<file path="src/rtl/ac_pkg.sv">
// Shared AC_Controller definitions: the temperature comparison codes carried on temp_comp.
package ac_pkg;

  typedef enum logic [1:0] {
    TC_EQUAL  = 2'b00,
    TC_LOWER  = 2'b01,
    TC_HIGHER = 2'b10
  } temp_comp_e;

endpackage

</file>
<file path="src/rtl/temp_comp_gen_if.sv">
// Sensor/button inputs and comparison outputs of temp_comp_gen.
interface temp_comp_gen_if
  import ac_pkg::*;
#(
  parameter int W = 8
);

  logic         sample_valid;
  logic [W-1:0] temp_meas;
  logic         sp_up;
  logic         sp_down;
  logic [W-1:0] setpoint;
  logic         avg_valid;
  temp_comp_e   temp_comp;

  modport master (
    output sample_valid, temp_meas, sp_up, sp_down,
    input  setpoint, avg_valid, temp_comp
  );

  modport slave (
    input  sample_valid, temp_meas, sp_up, sp_down,
    output setpoint, avg_valid, temp_comp
  );

endinterface

</file>
<file path="src/rtl/temp_moving_avg.sv">
// 4-sample moving average of raw temperature samples; avg_valid once the window is full.
module temp_moving_avg #(
  parameter int W = 8
) (
  input  logic         clk,
  input  logic         reset,
  input  logic         sample_valid,
  input  logic [W-1:0] sample,
  output logic [W-1:0] avg,
  output logic         avg_valid
);

  logic [3:0][W-1:0] window;
  logic [W+1:0]      sum;
  logic [W+1:0]      sum_next;
  logic [1:0]        fill;

  // Sum always contains window[3], so the subtraction never underflows.
  assign sum_next = sum + {2'b00, sample} - {2'b00, window[3]};

  always_ff @(posedge clk or posedge reset) begin
    if (reset) begin
      // NOTE: the window is real state (it seeds the partial sums), so it is reset like any register.
      window    <= '0;
      sum       <= '0;
      avg       <= '0;
      fill      <= '0;
      avg_valid <= 1'b0;
    end else if (sample_valid) begin
      window    <= {window[2:0], sample};
      sum       <= sum_next;
      avg       <= sum_next[W+1:2];
      if (fill == 2'd3) avg_valid <= 1'b1;
      else              fill      <= fill + 2'd1;
    end
  end

endmodule

</file>
<file path="src/rtl/temp_comp_gen.sv">
// Setpoint register, hysteresis classifier and debounce FSM producing temp_comp for AC_Controller.
module temp_comp_gen
  import ac_pkg::*;
#(
  parameter int W       = 8,
  parameter int HYST    = 2,
  parameter int STABLE  = 3,
  parameter int SP_INIT = 22,
  parameter int SP_MIN  = 16,
  parameter int SP_MAX  = 30
) (
  input logic            clk,
  input logic            reset,
  temp_comp_gen_if.slave bus
);

  localparam int CW = $clog2(STABLE + 1);
  localparam logic signed [W+1:0] HYST_S = (W+2)'(HYST);
  localparam logic [W-1:0] SP_INIT_W = W'(SP_INIT);
  localparam logic [W-1:0] SP_MIN_W  = W'(SP_MIN);
  localparam logic [W-1:0] SP_MAX_W  = W'(SP_MAX);
  localparam logic [CW-1:0] STABLE_W = CW'(STABLE);

  logic [W-1:0]         avg;
  logic                 avg_valid;
  logic                 eval_q;
  logic [W-1:0]         sp;
  temp_comp_e           cur;
  temp_comp_e           last_c;
  temp_comp_e           cand;
  logic [CW-1:0]        cnt;
  logic [CW-1:0]        cnt_next;
  logic signed [W+1:0]  avg_s;
  logic signed [W+1:0]  sp_s;
  logic                 above_band;
  logic                 below_band;

  temp_moving_avg #(.W(W)) u_avg (
    .clk          (clk),
    .reset        (reset),
    .sample_valid (bus.sample_valid),
    .sample       (bus.temp_meas),
    .avg          (avg),
    .avg_valid    (avg_valid)
  );

  // Two extra bits keep sp+HYST and sp-HYST from wrapping at either end of the range.
  assign avg_s      = signed'({2'b00, avg});
  assign sp_s       = signed'({2'b00, sp});
  assign above_band = avg_s > (sp_s + HYST_S);
  assign below_band = avg_s < (sp_s - HYST_S);

  always_comb begin
    // NOTE: every always_comb output gets a default first so no path can infer a latch.
    cand     = TC_EQUAL;
    cnt_next = '0;
    case (cur)
      TC_HIGHER: cand = (avg_s > sp_s) ? TC_HIGHER : (below_band ? TC_LOWER : TC_EQUAL);
      TC_LOWER:  cand = (avg_s < sp_s) ? TC_LOWER : (above_band ? TC_HIGHER : TC_EQUAL);
      default:   cand = above_band ? TC_HIGHER : (below_band ? TC_LOWER : TC_EQUAL);
    endcase
    if (cand == cur)         cnt_next = '0;
    else if (cand != last_c) cnt_next = CW'(1);
    else                     cnt_next = cnt + CW'(1);
  end

  always_ff @(posedge clk or posedge reset) begin
    if (reset) begin
      // NOTE: state registers use non-blocking assignments so every update sees pre-edge values.
      sp     <= SP_INIT_W;
      cur    <= TC_EQUAL;
      last_c <= TC_EQUAL;
      cnt    <= '0;
      eval_q <= 1'b0;
    end else begin
      eval_q <= bus.sample_valid;
      if (bus.sp_up && !bus.sp_down && sp < SP_MAX_W)      sp <= sp + 1'b1;
      else if (bus.sp_down && !bus.sp_up && sp > SP_MIN_W) sp <= sp - 1'b1;
      // One evaluation per accepted sample, using the average registered on the previous edge.
      if (eval_q && avg_valid) begin
        last_c <= cand;
        if (cnt_next == STABLE_W) begin
          cur <= cand;
          cnt <= '0;
        end else begin
          cnt <= cnt_next;
        end
      end
    end
  end

  assign bus.setpoint  = sp;
  assign bus.avg_valid = avg_valid;
  assign bus.temp_comp = cur;

endmodule
</file>
<file path="src/flat_wrapper.sv">
// flat-port wrapper written by rule: the top's interface ports become plain ports
module temp_comp_gen_flat import ac_pkg::*;
#(
  parameter int W       = 8,
  parameter int HYST    = 2,
  parameter int STABLE  = 3,
  parameter int SP_INIT = 22,
  parameter int SP_MIN  = 16,
  parameter int SP_MAX  = 30
)
  (clk, reset, bus_sample_valid, bus_temp_meas, bus_sp_up, bus_sp_down, bus_setpoint, bus_avg_valid, bus_temp_comp);
  temp_comp_gen_if #(.W(W)) bus_i ();
  input logic clk;
  input logic reset;
  input wire logic [$bits(bus_i.sample_valid)-1:0] bus_sample_valid;
  input wire logic [$bits(bus_i.temp_meas)-1:0] bus_temp_meas;
  input wire logic [$bits(bus_i.sp_up)-1:0] bus_sp_up;
  input wire logic [$bits(bus_i.sp_down)-1:0] bus_sp_down;
  output wire logic [$bits(bus_i.setpoint)-1:0] bus_setpoint;
  output wire logic [$bits(bus_i.avg_valid)-1:0] bus_avg_valid;
  output wire logic [$bits(bus_i.temp_comp)-1:0] bus_temp_comp;
  assign bus_i.sample_valid = bus_sample_valid;
  assign bus_i.temp_meas = bus_temp_meas;
  assign bus_i.sp_up = bus_sp_up;
  assign bus_i.sp_down = bus_sp_down;
  assign bus_setpoint = bus_i.setpoint;
  assign bus_avg_valid = bus_i.avg_valid;
  assign bus_temp_comp = bus_i.temp_comp;
  temp_comp_gen #(.W(W), .HYST(HYST), .STABLE(STABLE), .SP_INIT(SP_INIT), .SP_MIN(SP_MIN), .SP_MAX(SP_MAX)) u_core (.clk(clk), .reset(reset), .bus(bus_i));
endmodule
</file>
<file path="config.mk">
export PLATFORM = sky130hd
export DESIGN_NAME = temp_comp_gen_flat
export DESIGN_NICKNAME = d
export VERILOG_FILES = /design/src/rtl/ac_pkg.sv /design/src/rtl/temp_comp_gen_if.sv /design/src/rtl/temp_moving_avg.sv /design/src/rtl/temp_comp_gen.sv /design/src/flat_wrapper.sv
export SDC_FILE = /design/constraint.sdc
export NUM_CORES = 1
export LEC_CHECK = 0
export BUFFER_PORTS_ARGS = -buffer_cell sky130_fd_sc_hd__buf_4
export CAP_MARGIN = 20
export CORE_ASPECT_RATIO = 2
export CORE_MARGIN = 2
export CORE_UTILIZATION = 35
export DETAILED_ROUTE_END_ITERATION = 10
export HOLD_SLACK_MARGIN = 0.03
export PLACE_DENSITY = 0.58
export RECOVER_POWER = 50
export SKIP_CTS_REPAIR_TIMING = 1
export SYNTH_ARGS = -nofsm -noshare
export SYNTH_HDL_FRONTEND = slang
export SYNTH_HIERARCHICAL = 1
export SYNTH_SLANG_ARGS = --single-unit
</file>
<file path="constraint.sdc">
create_clock -name clk -period 7.05 [get_ports clk]
set_input_delay 0 -clock clk [delete_from_list [all_inputs] [get_ports clk]]
set_output_delay 0 -clock clk [all_outputs]
set_load 0.02 [all_outputs]
</file>
==> results by group <==
Synthesis
  – Cells after Synth: 416
  – Synth Net Count: 480
  – Synth cell types: 64
  – Synth Flop Type: dfrtp_1
  – Post-synth ARST share: 100%
  – Yosys warns: 6
  – Synth Register Bits: 60
  – Average instance area after synthesis: 10.2 um2
  – EDFF count, synth: 0
  – Seq/Total Area, Yosys: 35.4%
  – Cell Area, Synth: 4250 um2

Clock network
  – Clock slew at reported path FFs: 0.05 ns
  – Root buffer cell: clkbuf_16
  – CTS Buf Count: 9
  – CTS Sinks: 60
  – CTS tree: yes
  – H-tree Lvls: 3
  – Longest Clk Path Bufs: 2
  – Worst-Skew Late Latency: 0.32 ns

Layout
  – # nets final: 506
  – Fill count: 1,179
  – Highest-count cells in the layout ignoring fill and taps: 57 x dfrtp_1, 51 x inv_1, 42 x ha_1
  – Layout area overhead: 15.3%
  – Diode count: 0
  – Most common cell after layout, fill and taps aside: dfrtp_1
  – Share of cells above drive strength 1: 19.3%
  – Post-Layout Cell Count: 593

Timing
  – Final number of setup-violating endpoints: 0
  – RSZ-0062 raised after global routing: false
  – Slew HR: -83.4%
  – Final Cycle Share: 51.2%
  – Final Hold Viols: 0
  – Worst Skew: 0.00406 ns
  – Fmax: 0.277 GHz
  – Final Critical Period: 3.61 ns
  – Least-Margin Pin Slew: 2.75 ns
  – Setup_tns: 0 ns
  – Slew Limit Fails: 101

Job
  – Max cap viols: 2

Setup path
  – Setup crit start kind: flop
  – Crit path required time: 7.26 ns
  – Crit Path Max Fanout: 9
  – Worst setup EP type: flop
  – Crit Path Class: reg -> reg
  – Worst-path cell with the longest stage delay: dfstp_2
  – Worst r2r src: u_core/bus.setpoint[1]
  – CP Data Arrival Time: 3.82 ns
  – Critical Path Max Stage Delay: 0.64 ns
  – CP Launch Point: u_core/bus.setpoint[1]
  – Worst path cell trace: ha_1 > nand3_1 > nor3_1 > xnor2_1 > ha_1 > and3_1 > a211oi_1 > o211ai_2 > a211oi_1 > nor3_1 > xnor2_1 > o2111ai_2 > mux2_4

Detailed routing
  – Via density: 5.02
  – Initial DRT Pass Iterations: 4
  – Post-DR wirelength/cell: 13.7 um
  – Vias: 2,974
  – Remaining DRCs: 0
  – Routed WL: 8150 um
  – ANT nets after route: 0
  – Starting DRT DRC Count: 89

Global routing
  – Met2 Use GR: 21.8%
  – Vias in the first global route: 3,025
  – Met1 GRT Util: 17.5%
  – First-pass GRT wire length: 13,900 um
  – Total global routing track utilization: 13.6%
  – Gr ovfl total: 0
  – GR peak layer: met2
  – Met3 Usage GRT: 1.92%
  – Largest net degree at the start of global routing: 57
  – Initial antenna violation count: 0

Die
  – Chip width: 81.9 um
  – Core Area: 12,000 um2
  – Row count: 57
  – Chip height: 160 um
  – DIE AREA: 13,100 um2
  – Boundary Pins: 24
  – Initial core utilization: 35.5%

Placed design
  – DP Wirelength: 6000 um
  – IO Port Bufs: 23
  – RePlAce Congestion: 0.773
  – Dpl cells: 568

Min path
  – Hold crit path type: in -> async

Run status
  – Status: finished, violations left
  – Failing checks: capacitance limit, slew limit

Pwr
  – Peak supply drop: 0.267 mV
  – PwrDens: 523 nW/um2
  – Pleak: 2.20 nW
## state kept, by name, summed over array words and instances, names as in the netlist, 2 cells and up
register              cells
u_core/u_avg/window      32
u_core/bus.setpoint       8
u_core/u_avg/fill         2
u_core/cnt                2
u_core/u_avg/avg          8
u_core/u_avg/sum          2
u_core/bus.temp_comp      2
u_core/last_c             2
## power breakdown
part           switching (W)  internal, W  total, W  leakage (nW)
clock network       0.000152     0.000326  0.000478         0.158
registers           0.000134     0.000461  0.000595         0.708
logic               0.000817     0.000673   0.00149          1.34
## layer usage
metal	up-vias	routed length [um]	share of wire, %
met2	46	4070	50
met1	1408	3690	45
met4	0	189	2.3
li1	1506	-	-
met5	-	0	0
met3	14	200	2.5
## metrics by stage
stage / utilization [%] / hold WS, ns / area [um2] / setup slack (ns) / total power [W]
floorplan: - / -0.101 / 4250 / 3.64 / 0.00180
global placement: 37.4 / 0.144 / 4480 / 3.57 / 0.00207
detailed placement: 37.4 / 0.143 / 4480 / 3.45 / 0.00209
CTS: 40.1 / -0.214 / 4810 / 3.43 / 0.00259
global route: 40.9 / 0.119 / 4900 / 3.14 / 0.00282
finish: 40.9 / 0.104 / 4900 / 3.44 / 0.00256
## kinds of logic (layout without fill, tap and decap cells)
group | Yosys count | after routing | share of synthesized area (%)
and+or+nand+nor | 83 | 83 | 10.3
muxes | 38 | 38 | 10.1
DFF | 60 | 60 | 35.4
adders and majority gates | 51 | 51 | 16.6
AOI/OAI and AO/OA | 93 | 93 | 15.6
buffers and inverters | 70 | 100 | 7.57
xor gates and xnor gates | 21 | 21 | 4.33
## critical path, delay by kind of cell (launching register included)
family / cells / cell delay [ns]
and+or+nand+nor: 4 / 0.65
DFF: 1 / 0.64
adders and majority gates: 2 / 0.49
AOI/OAI and AO/OA: 4 / 0.96
muxes: 1 / 0.32
xor gates and xnor gates: 2 / 0.44
## cell usage after synthesis (2+ instances only)
library cell	n	share of area (%)
dfrtp_1	57	34
inv_1	51	4.5
ha_1	42	12
mux2_2	28	7.4
nand2_1	26	2.3
o21ai_0	19	2.2
xnor2_1	18	3.7
nor2_1	16	1.4
a21oi_1	15	1.8
fa_1	9	4.2
buf_4	8	1.4
nand3_1	8	0.94
o21a_1	8	1.4
mux2_1	7	1.9
o21ai_1	7	0.82
a211oi_1	6	1.1
nor3_1	5	0.59
o21bai_1	5	0.88
a21o_1	4	0.71
buf_2	4	0.47
clkbuf_1	3	0.27
dfstp_2	3	1.9
nand2b_1	3	0.44
nand3b_1	3	0.53
nand4_1	3	0.44
o221ai_1	3	0.62
o311ai_1	3	0.62
or3_1	3	0.44
xor2_1	3	0.62
a211o_1	2	0.41
a211oi_2	2	0.59
and3_1	2	0.29
buf_6	2	0.53
mux2i_1	2	0.47
nor2b_1	2	0.29
nor3_2	2	0.47
o211ai_2	2	0.59
o21ai_2	2	0.41
o22ai_1	2	0.29
o31ai_1	2	0.35
## worst paths after layout
check                                                to  slack, ns  cells after the start
worst min register to register   u_core/u_avg/window[5]       0.48                      1
worst max-delay path            u_core/bus.temp_comp[1]       3.44                     13
max in group asynchronous           u_core/u_avg/avg[7]       4.57                      4
min in group clk                 u_core/bus.setpoint[7]       0.16                      4
worst min-delay path             u_core/u_avg/avg_valid       0.10                      3
worst max register to register  u_core/bus.temp_comp[1]       3.44                     13
## cell type report
type	count	area, um2	area share (%)
Clock buffer	11	253	5.16
Inverter	52	200	4.09
Clock inverter	4	72.6	1.48
Sequential cell	60	1510	30.7
Timing Repair Buffer	33	263	5.36
Tap cell	147	184	3.75
Multi-Input combinational cell	286	2420	49.4
No activity file was read; power rests on OpenSTA's default activity.
